`src/rtl/grant_mux_pkg.sv`:
```
// Shared types and defaults for the grant mux stage and its arbiter.
// The lock-state enum is only used when GRANT_MUX_PKT_LOCK_EN is defined.
package grant_mux_pkg;

    typedef enum logic {
        IDLE   = 1'b0,
        LOCKED = 1'b1
    } lock_state_e;

    localparam int DEFAULT_SIZE = 4;
    localparam int DEFAULT_DW   = 8;

endpackage

```
`src/rtl/grant_mux_stage_fixed_prio_gnt.sv`:
```
// Combinational fixed-priority arbiter: one-hot grant to the highest-index request.
module fixed_prio_gnt
    import grant_mux_pkg::*;
#(
    parameter int SIZE = DEFAULT_SIZE
) (
    input  logic [SIZE-1:0] i_req,
    output logic [SIZE-1:0] o_gnt
);

    // Scanning upward lets each later (higher-index) request override earlier ones.
    always_comb begin
        o_gnt = '0;
        for (int i = 0; i < SIZE; i++) begin
            if (i_req[i]) begin
                o_gnt    = '0;
                o_gnt[i] = 1'b1;
            end
        end
    end

endmodule

```
`src/rtl/grant_mux_stage.sv`:
```
// N-to-1 beat mux with MSB-first arbitration and a one-entry output register.
// Define GRANT_MUX_PKT_LOCK_EN to hold the grant on one channel until its last beat.
module grant_mux_stage
    import grant_mux_pkg::*;
#(
    parameter int SIZE = DEFAULT_SIZE,
    parameter int DW   = DEFAULT_DW
) (
    input  logic                     clk,
    input  logic                     rst_n,
    input  logic [SIZE-1:0]          in_valid,
    input  logic [SIZE*DW-1:0]       in_data,
    input  logic [SIZE-1:0]          in_last,
    output logic [SIZE-1:0]          in_ready,
    output logic                     out_valid,
    output logic [DW-1:0]            out_data,
    output logic                     out_last,
    output logic [$clog2(SIZE)-1:0]  out_src,
    input  logic                     out_ready
);

    localparam int IW = $clog2(SIZE);

    logic [SIZE-1:0] w_prioGnt;
    logic [SIZE-1:0] w_gnt;
    logic            w_canLoad;
    logic            w_xfer;
    logic [IW-1:0]   w_selIdx;
    logic [DW-1:0]   w_selData;
    logic            w_selLast;

    logic            r_outValid;
    logic [DW-1:0]   r_outData;
    logic            r_outLast;
    logic [IW-1:0]   r_outSrc;

    fixed_prio_gnt #(.SIZE(SIZE)) u_prio (
        .i_req (in_valid),
        .o_gnt (w_prioGnt)
    );

`ifdef GRANT_MUX_PKT_LOCK_EN
    lock_state_e     r_state;
    lock_state_e     w_nextState;
    logic [IW-1:0]   r_lockIdx;
    logic [SIZE-1:0] w_lockGnt;

    // While locked only the owning channel may be granted, and only when it is valid.
    always_comb begin
        w_lockGnt = '0;
        for (int i = 0; i < SIZE; i++) begin
            w_lockGnt[i] = in_valid[i] && (r_lockIdx == IW'(i));
        end
    end

    assign w_gnt = (r_state == LOCKED) ? w_lockGnt : w_prioGnt;

    always_comb begin
        w_nextState = r_state;
        case (r_state)
            IDLE:    if (w_xfer && !w_selLast) w_nextState = LOCKED;
            LOCKED:  if (w_xfer && w_selLast)  w_nextState = IDLE;
            default: w_nextState = IDLE;
        endcase
    end

    always_ff @(posedge clk or negedge rst_n) begin
        if (!rst_n) begin
            r_state   <= IDLE;
            r_lockIdx <= '0;
        end else begin
            r_state <= w_nextState;
            if (r_state == IDLE && w_xfer && !w_selLast) begin
                r_lockIdx <= w_selIdx;
            end
        end
    end
`else
    assign w_gnt = w_prioGnt;
`endif

    // Reset gates in_ready directly since the empty register would otherwise allow a grant.
    assign w_canLoad = ~r_outValid | out_ready;
    assign in_ready  = w_gnt & {SIZE{w_canLoad & rst_n}};
    assign w_xfer    = |(in_valid & in_ready);

    always_comb begin
        w_selIdx = '0;
        for (int i = 0; i < SIZE; i++) begin
            if (w_gnt[i]) w_selIdx = IW'(i);
        end
    end

    assign w_selData = in_data[w_selIdx*DW +: DW];
    assign w_selLast = in_last[w_selIdx];

    always_ff @(posedge clk or negedge rst_n) begin
        if (!rst_n) begin
            r_outValid <= 1'b0;
            r_outData  <= '0;
            r_outLast  <= 1'b0;
            r_outSrc   <= '0;
        end else if (w_xfer) begin
            r_outValid <= 1'b1;
            r_outData  <= w_selData;
            r_outLast  <= w_selLast;
            r_outSrc   <= w_selIdx;
        end else if (out_ready) begin
            r_outValid <= 1'b0;
        end
    end

    assign out_valid = r_outValid;
    assign out_data  = r_outData;
    assign out_last  = r_outLast;
    assign out_src   = r_outSrc;

endmodule

```
`config.mk`:
```
export PLATFORM = sky130hd
export DESIGN_NAME = grant_mux_stage
export DESIGN_NICKNAME = d
export VERILOG_FILES = /design/src/rtl/grant_mux_pkg.sv /design/src/rtl/grant_mux_stage_fixed_prio_gnt.sv /design/src/rtl/grant_mux_stage.sv
export SDC_FILE = /design/constraint.sdc
export NUM_CORES = 1
export LEC_CHECK = 0
export ABC_CLOCK_PERIOD_IN_PS = 1300
export BUFFER_PORTS_ARGS = -buffer_cell sky130_fd_sc_hd__buf_2
export CORE_MARGIN = 4
export CORE_UTILIZATION = 30
export CTS_BUF_LIST = sky130_fd_sc_hd__clkbuf_16
export DETAILED_ROUTE_END_ITERATION = 6
export SETUP_SLACK_MARGIN = 0.1
export SLEW_MARGIN = 5
export SYNTH_ARGS = -nofsm -noshare
export SYNTH_HDL_FRONTEND = slang
export SYNTH_SLANG_ARGS = --single-unit
```
`constraint.sdc`:
```
create_clock -name clk -period 1.3 [get_ports clk]
set_input_delay 0 -clock clk [delete_from_list [all_inputs] [get_ports clk]]
set_output_delay 0 -clock clk [all_outputs]
set_load 0.005 [all_outputs]
```
## Yosys cells after proc, flatten, opt, wreduce, memory -nomap -nowiden

Cells that the tools add are included.

| cells by class | value |
|---|---|
| order comparisons | 1 |
| shift-type cells | 1 |
| mux-type cells | 11 |
| bitwise gates (word level) | 5 |
| reduce and logical (&&, ||, !) cells | 2 |

Operators with widths:

| cell | number |
|---|---|
| 32-bit by 6-bit indexed part select with 8-bit output | 1 |
| 4-bit AND | 2 |
| 2-bit two-way mux | 3 |
| 1-bit two-way mux | 5 |
| 4-bit two-way mux | 1 |
| 4-bit OR reduction | 1 |
| 2-bit by 3-bit less-than comparator with 1-bit output (second input constant) | 1 |
| 3-bit two-way mux | 1 |
| 1-bit binary-select mux with 2-bit select | 1 |
| 2-bit nonzero test | 1 |
| 1-bit AND | 1 |
| 1-bit inverter | 1 |
| 1-bit bitwise OR | 1 |

| word-level totals | value |
|---|---|
| register bits after elaboration | 12 |
| input port bits | 43 |
| output and inout bits | 16 |
| logic and storage cells | 24 |

## Longest topological paths before layout

| logic depth | value |
|---|---|
| depth after elaboration | 9 |
| depth in mapped cells | 4 |
| gate-level depth less buffers | 3 |

## Cells and area by module

Synthesis repeated with hierarchy kept, for this count alone.

| second synthesis, totals | value |
|---|---|
| cell total of the unflattened synthesis | 82 |
| area, all modules | 884.6 um2 |

Modules (own cells, without submodules):

| module | instances | cells each | area an instance (um2) | sequential area each (um2) |
|---|---|---|---|---|
| grant_mux_stage | 1 | 78 | 848.3 | 300.3 |
| fixed_prio_gnt | 1 | 4 | 36.3 | 0.0 |

## Least setup slack after synthesis

Ideal clock, no wire load.

| path | value |
|---|---|
| kind | reg-to-reg |
| from | reg r_outValid, in the netlist out_valid |
| to | reg r_outSrc[0], in the netlist out_src[0] |
| setup time | 126 ps |
| arrival | 1093 ps |
| data required time | 1174 ps |
| slack | 81 ps |
| stages on the path, launching flop included | 5 |
| buffers on the path | 1 |
| clock period less this slack | 1219 ps |
| cell sequence | dfrtp_1 nand2b_1 nand2_1 buf_2 a221o_1 |

| between the ends | value |
|---|---|
| cells in the longest elaborated chain, start to end | 6 |

RTL lines:

| element | RTL line | RTL |
|---|---|---|
| start: declaration | grant_mux_stage.sv:32 | `logic r_outValid;` |
| start signal: assignment | grant_mux_stage.sv:99 | `r_outValid <= 1'b0;` |
| start signal: assignment | grant_mux_stage.sv:104 | `r_outValid <= 1'b1;` |
| start signal: assignment | grant_mux_stage.sv:109 | `r_outValid <= 1'b0;` |
| 1-bit inverter | grant_mux_stage.sv:83 | `assign w_canLoad = ~r_outValid \| out_ready;` |
| 1-bit bitwise OR | grant_mux_stage.sv:83 |  |
| 1-bit AND | grant_mux_stage.sv:84 | `assign in_ready = w_gnt & {SIZE{w_canLoad & rst_n}};` |
| 4-bit AND | grant_mux_stage.sv:84 |  |
| 4-bit AND | grant_mux_stage.sv:85 | `assign w_xfer = \|(in_valid & in_ready);` |
| 4-bit OR reduction | grant_mux_stage.sv:85 |  |
| end signal: assignment | grant_mux_stage.sv:107 | `r_outSrc <= w_selIdx;` |
| end: declaration | grant_mux_stage.sv:35 | `logic [IW-1:0] r_outSrc;` |

No other way between the ends.
A chain may end at the register's enable or synchronous reset.

## Worst setup path in the final report

| path | value |
|---|---|
| from | reg r_outValid, in the netlist out_valid |
| to | reg r_outData[0], in the netlist out_data[0] |

| between the ends | value |
|---|---|
| cells in the longest elaborated chain, start to end | 6 |

RTL lines:

| element | RTL line | RTL |
|---|---|---|
| 1-bit inverter | grant_mux_stage.sv:83 |  |
| 1-bit bitwise OR | grant_mux_stage.sv:83 |  |
| 1-bit AND | grant_mux_stage.sv:84 |  |
| 4-bit AND | grant_mux_stage.sv:84 |  |
| 4-bit AND | grant_mux_stage.sv:85 |  |
| 4-bit OR reduction | grant_mux_stage.sv:85 |  |
| end signal: assignment | grant_mux_stage.sv:105 | `r_outData <= w_selData;` |
| end: declaration | grant_mux_stage.sv:33 | `logic [DW-1:0] r_outData;` |

No other way between the ends.

==> metrics <==
combinational group share of total power=about 27%; RSZ-0062 raised after global routing=yes; DIE AREA=about 3600 um^2; async set or reset register ratio after synthesis=100%; CP startpoint kind=register; CTS max path bufs=2; pre-CTS setup slack=approximately 0.028 ns; Leak=around 0.64 nW; total negative setup slack=0 ns; Max Freq=between 800 and 900 MHz; Seq/Total Area, Yosys=between 30% and 40%; first-pass GRT wire length=4.46 mm; setup violators final=0; clk_lat worst skew=around 0.24 ns; CTS tree=built; first drt pass iteration count=4; Vias/cell=approximately 5.5; core region area=2520 um^2; slew at the pin with the worst max-slew slack=0.659 ns; leading cell type in the layout, fill and taps excluded=buf_2; HPWL after DPL=2.04 mm; Clock Skew=0.00437 ns; syn_nets=118; CP max stage delay=around 0.41 ns; Synth cell types=23; number of synthesized register bits=12; Reg power frac=33.6%; WL per Instance=16.3 um; H-tree depth=1; Post-synth EDFFs=0; Layout area overhead=62.5%; critical path class=register to register; initial antenna violation count=0; Syn Inst Count=75; clock-pin slew on the worst setup and hold paths=roughly 0.04 ns; Final Hold Viols=0; Die Height=roughly 60 um; cell breakdown of the critical path=nand2b_4 -> nand2_8 -> buf_4 -> o32a_1; clock group share of total power=between 30% and 40%; antenna fix cells=0; Hold Path Stages=3; cell family with most CP delay=flip-flops; min-delay worst type=primary input to register; Initial Utilization=between 30% and 40%; all-layer global routing usage=approximately 17%; most frequent cells in the layout=buf_2 (58), dfrtp_1 (12), a22o_1 (9), nand2b_1 (9), o32a_1 (9); Area contributors post-synth=dfrtp_1 (38%), o32a_1 (11%), o311a_1 (10%); MaxCap Viol Count=0; GP Congestion=between 0.7 and 0.8; post-synth top area share=between 30% and 40%; clock sinks=12; Tcrit/Tclk final=between 90% and 100%; DRT iter0 DRCs=35; Site Rows=18; crit path max fanout=7; Ports=59; share of cells above drive strength 1=between 50% and 60%; minimum clock period=1.23 ns; Die W=59.7 um; slowest cell on the critical path=dfrtp_1; TritonCTS buffer count=3; post-route ant nets=0; Net Sw Power=roughly 0.35 mW; CTS root buffer=clkbuf_16; Slew HR=56.0%; sw frac=roughly 25%; worst hold slack=0.117 ns; Synth area leader=dfrtp_1; path depth of the worst reg2reg path=4; synthesized area=801 um^2; Final Worst Setup Slack=roughly 0.072 ns; via count=942; Int Power=~1.1 mW; Data required, critical path=roughly 1.4 ns; drc violations=0; Arr. time, crit path=roughly 1.4 ns; worst-case vdd ir drop=between 0.9 and 1 mV; Synth Area per Inst=roughly 11 um^2; filler cell count=approximately 250; Tot Pwr=1.41 mW; wirelength, routed=2.79 mm; most used flip-flop cell after synthesis=dfrtp_1; YS warnings=0; WP depth=4; CP endpoint kind=register; largest net degree at the start of global routing=24; I/O Buffers=58; Power per Cell Area=approximately 1100 nW/um^2; vias in the first global route=roughly 950; status=finished, final reports clean; final-stage net count=between 150 and 200; CP bufs+invs=1; Pins Over Slew Limit=0; total gr overflow=0
area by class of cell:
type	count	area [um^2]	area share, %
Multi-Input combinational cell	53	483	37.1
Timing Repair Buffer	70	394	30.3
Sequential cell	12	300	23.1
Clock buffer	3	75.1	5.77
Tap cell	30	37.5	2.88
Inverter	3	11.3	0.865
final timing paths:
path / start / endpoint / slack, ns
worst max-delay path: out_valid / out_data[0] / 0.07
worst min-delay path: in_data[22] / out_data[6] / 0.12
worst max register to register: out_valid / out_data[0] / 0.07
worst min register to register: out_data[7] / out_data[7] / 0.49
min in group asynchronous: rst_n / out_src[1] / 0.28
max in group asynchronous: rst_n / out_data[3] / 0.64
power groups by stage:
stage | Combinational (mW) | Clock (mW) | Sequential [mW]
after floorplan | 0.167 | 0 | 0.477
after global placement | 0.336 | 0 | 0.475
after detailed placement | 0.342 | 0 | 0.474
after CTS | 0.377 | 0.564 | 0.472
after global routing | 0.419 | 0.587 | 0.479
final | 0.381 | 0.552 | 0.472
worst reg2reg max path: stages, from the launching register on:
cell	delay [ns]
dfrtp_1	0.41
nand2b_4	0.14
nand2_8	0.09
buf_4	0.15
o32a_1	0.33
stage by stage:
step                cell area, um^2  utilization (%)  instances
floorplan                       810                -         75
global placement               1110             44.1        160
detailed placement             1110             44.1        160
CTS                            1280             50.8        170
global route                   1300             51.6        171
finish                         1300             51.6        171
per-layer routing:
metal / share of wire (%) / global-route usage [%] / wire length [um] / vias up
met2: 47 / 27.0 / 1320 / 52
li1: - / - / - / 440
met3: 9.0 / 6.48 / 250 / 2
met1: 43 / 21.6 / 1200 / 448
met4: 0.61 / 4.75 / 17 / 0
met5: 0 / 0 / 0 / -
Yosys cell counts (all sizes together), types with 2 or more instances:
cell / instances
o21ai: 2
o311a: 9
nor3: 2
nor2b: 2
nor2: 2
nand2b: 10
inv: 3
a22o: 9
o32a: 9
buf: 7
dfrtp: 12
state kept, by name, summed over array words and instances (netlist names):
signal	flops
out_data	8
out_valid	1
out_last	1
out_src	2
cells by family (layout without fill, tap and decap cells):
| kind of cell | after synthesis | count (layout) | share of synthesized area (%) |
|---|---|---|---|
| buffers and inverters | 10 | 76 | 7.34 |
| DFF | 12 | 12 | 37.5 |
| and+or+nand+nor | 21 | 21 | 18.0 |
| AOI/OAI and AO/OA | 32 | 32 | 37.2 |
what timing repair did:
| item | 4_1_cts | 5_1_grt |
|---|---|---|
| cloned | 0 | 0 |
| pin swaps | 1 | 7 |
| buffers inserted | 6 | 1 |
| hold buffers | 1 | 0 |
| endpoints found under the setup margin | 12 | 11 |
| hold endpoints to repair | 12 | 0 |
| gates resized for setup | 6 | 3 |
Power figures use the tool's default switching activity.
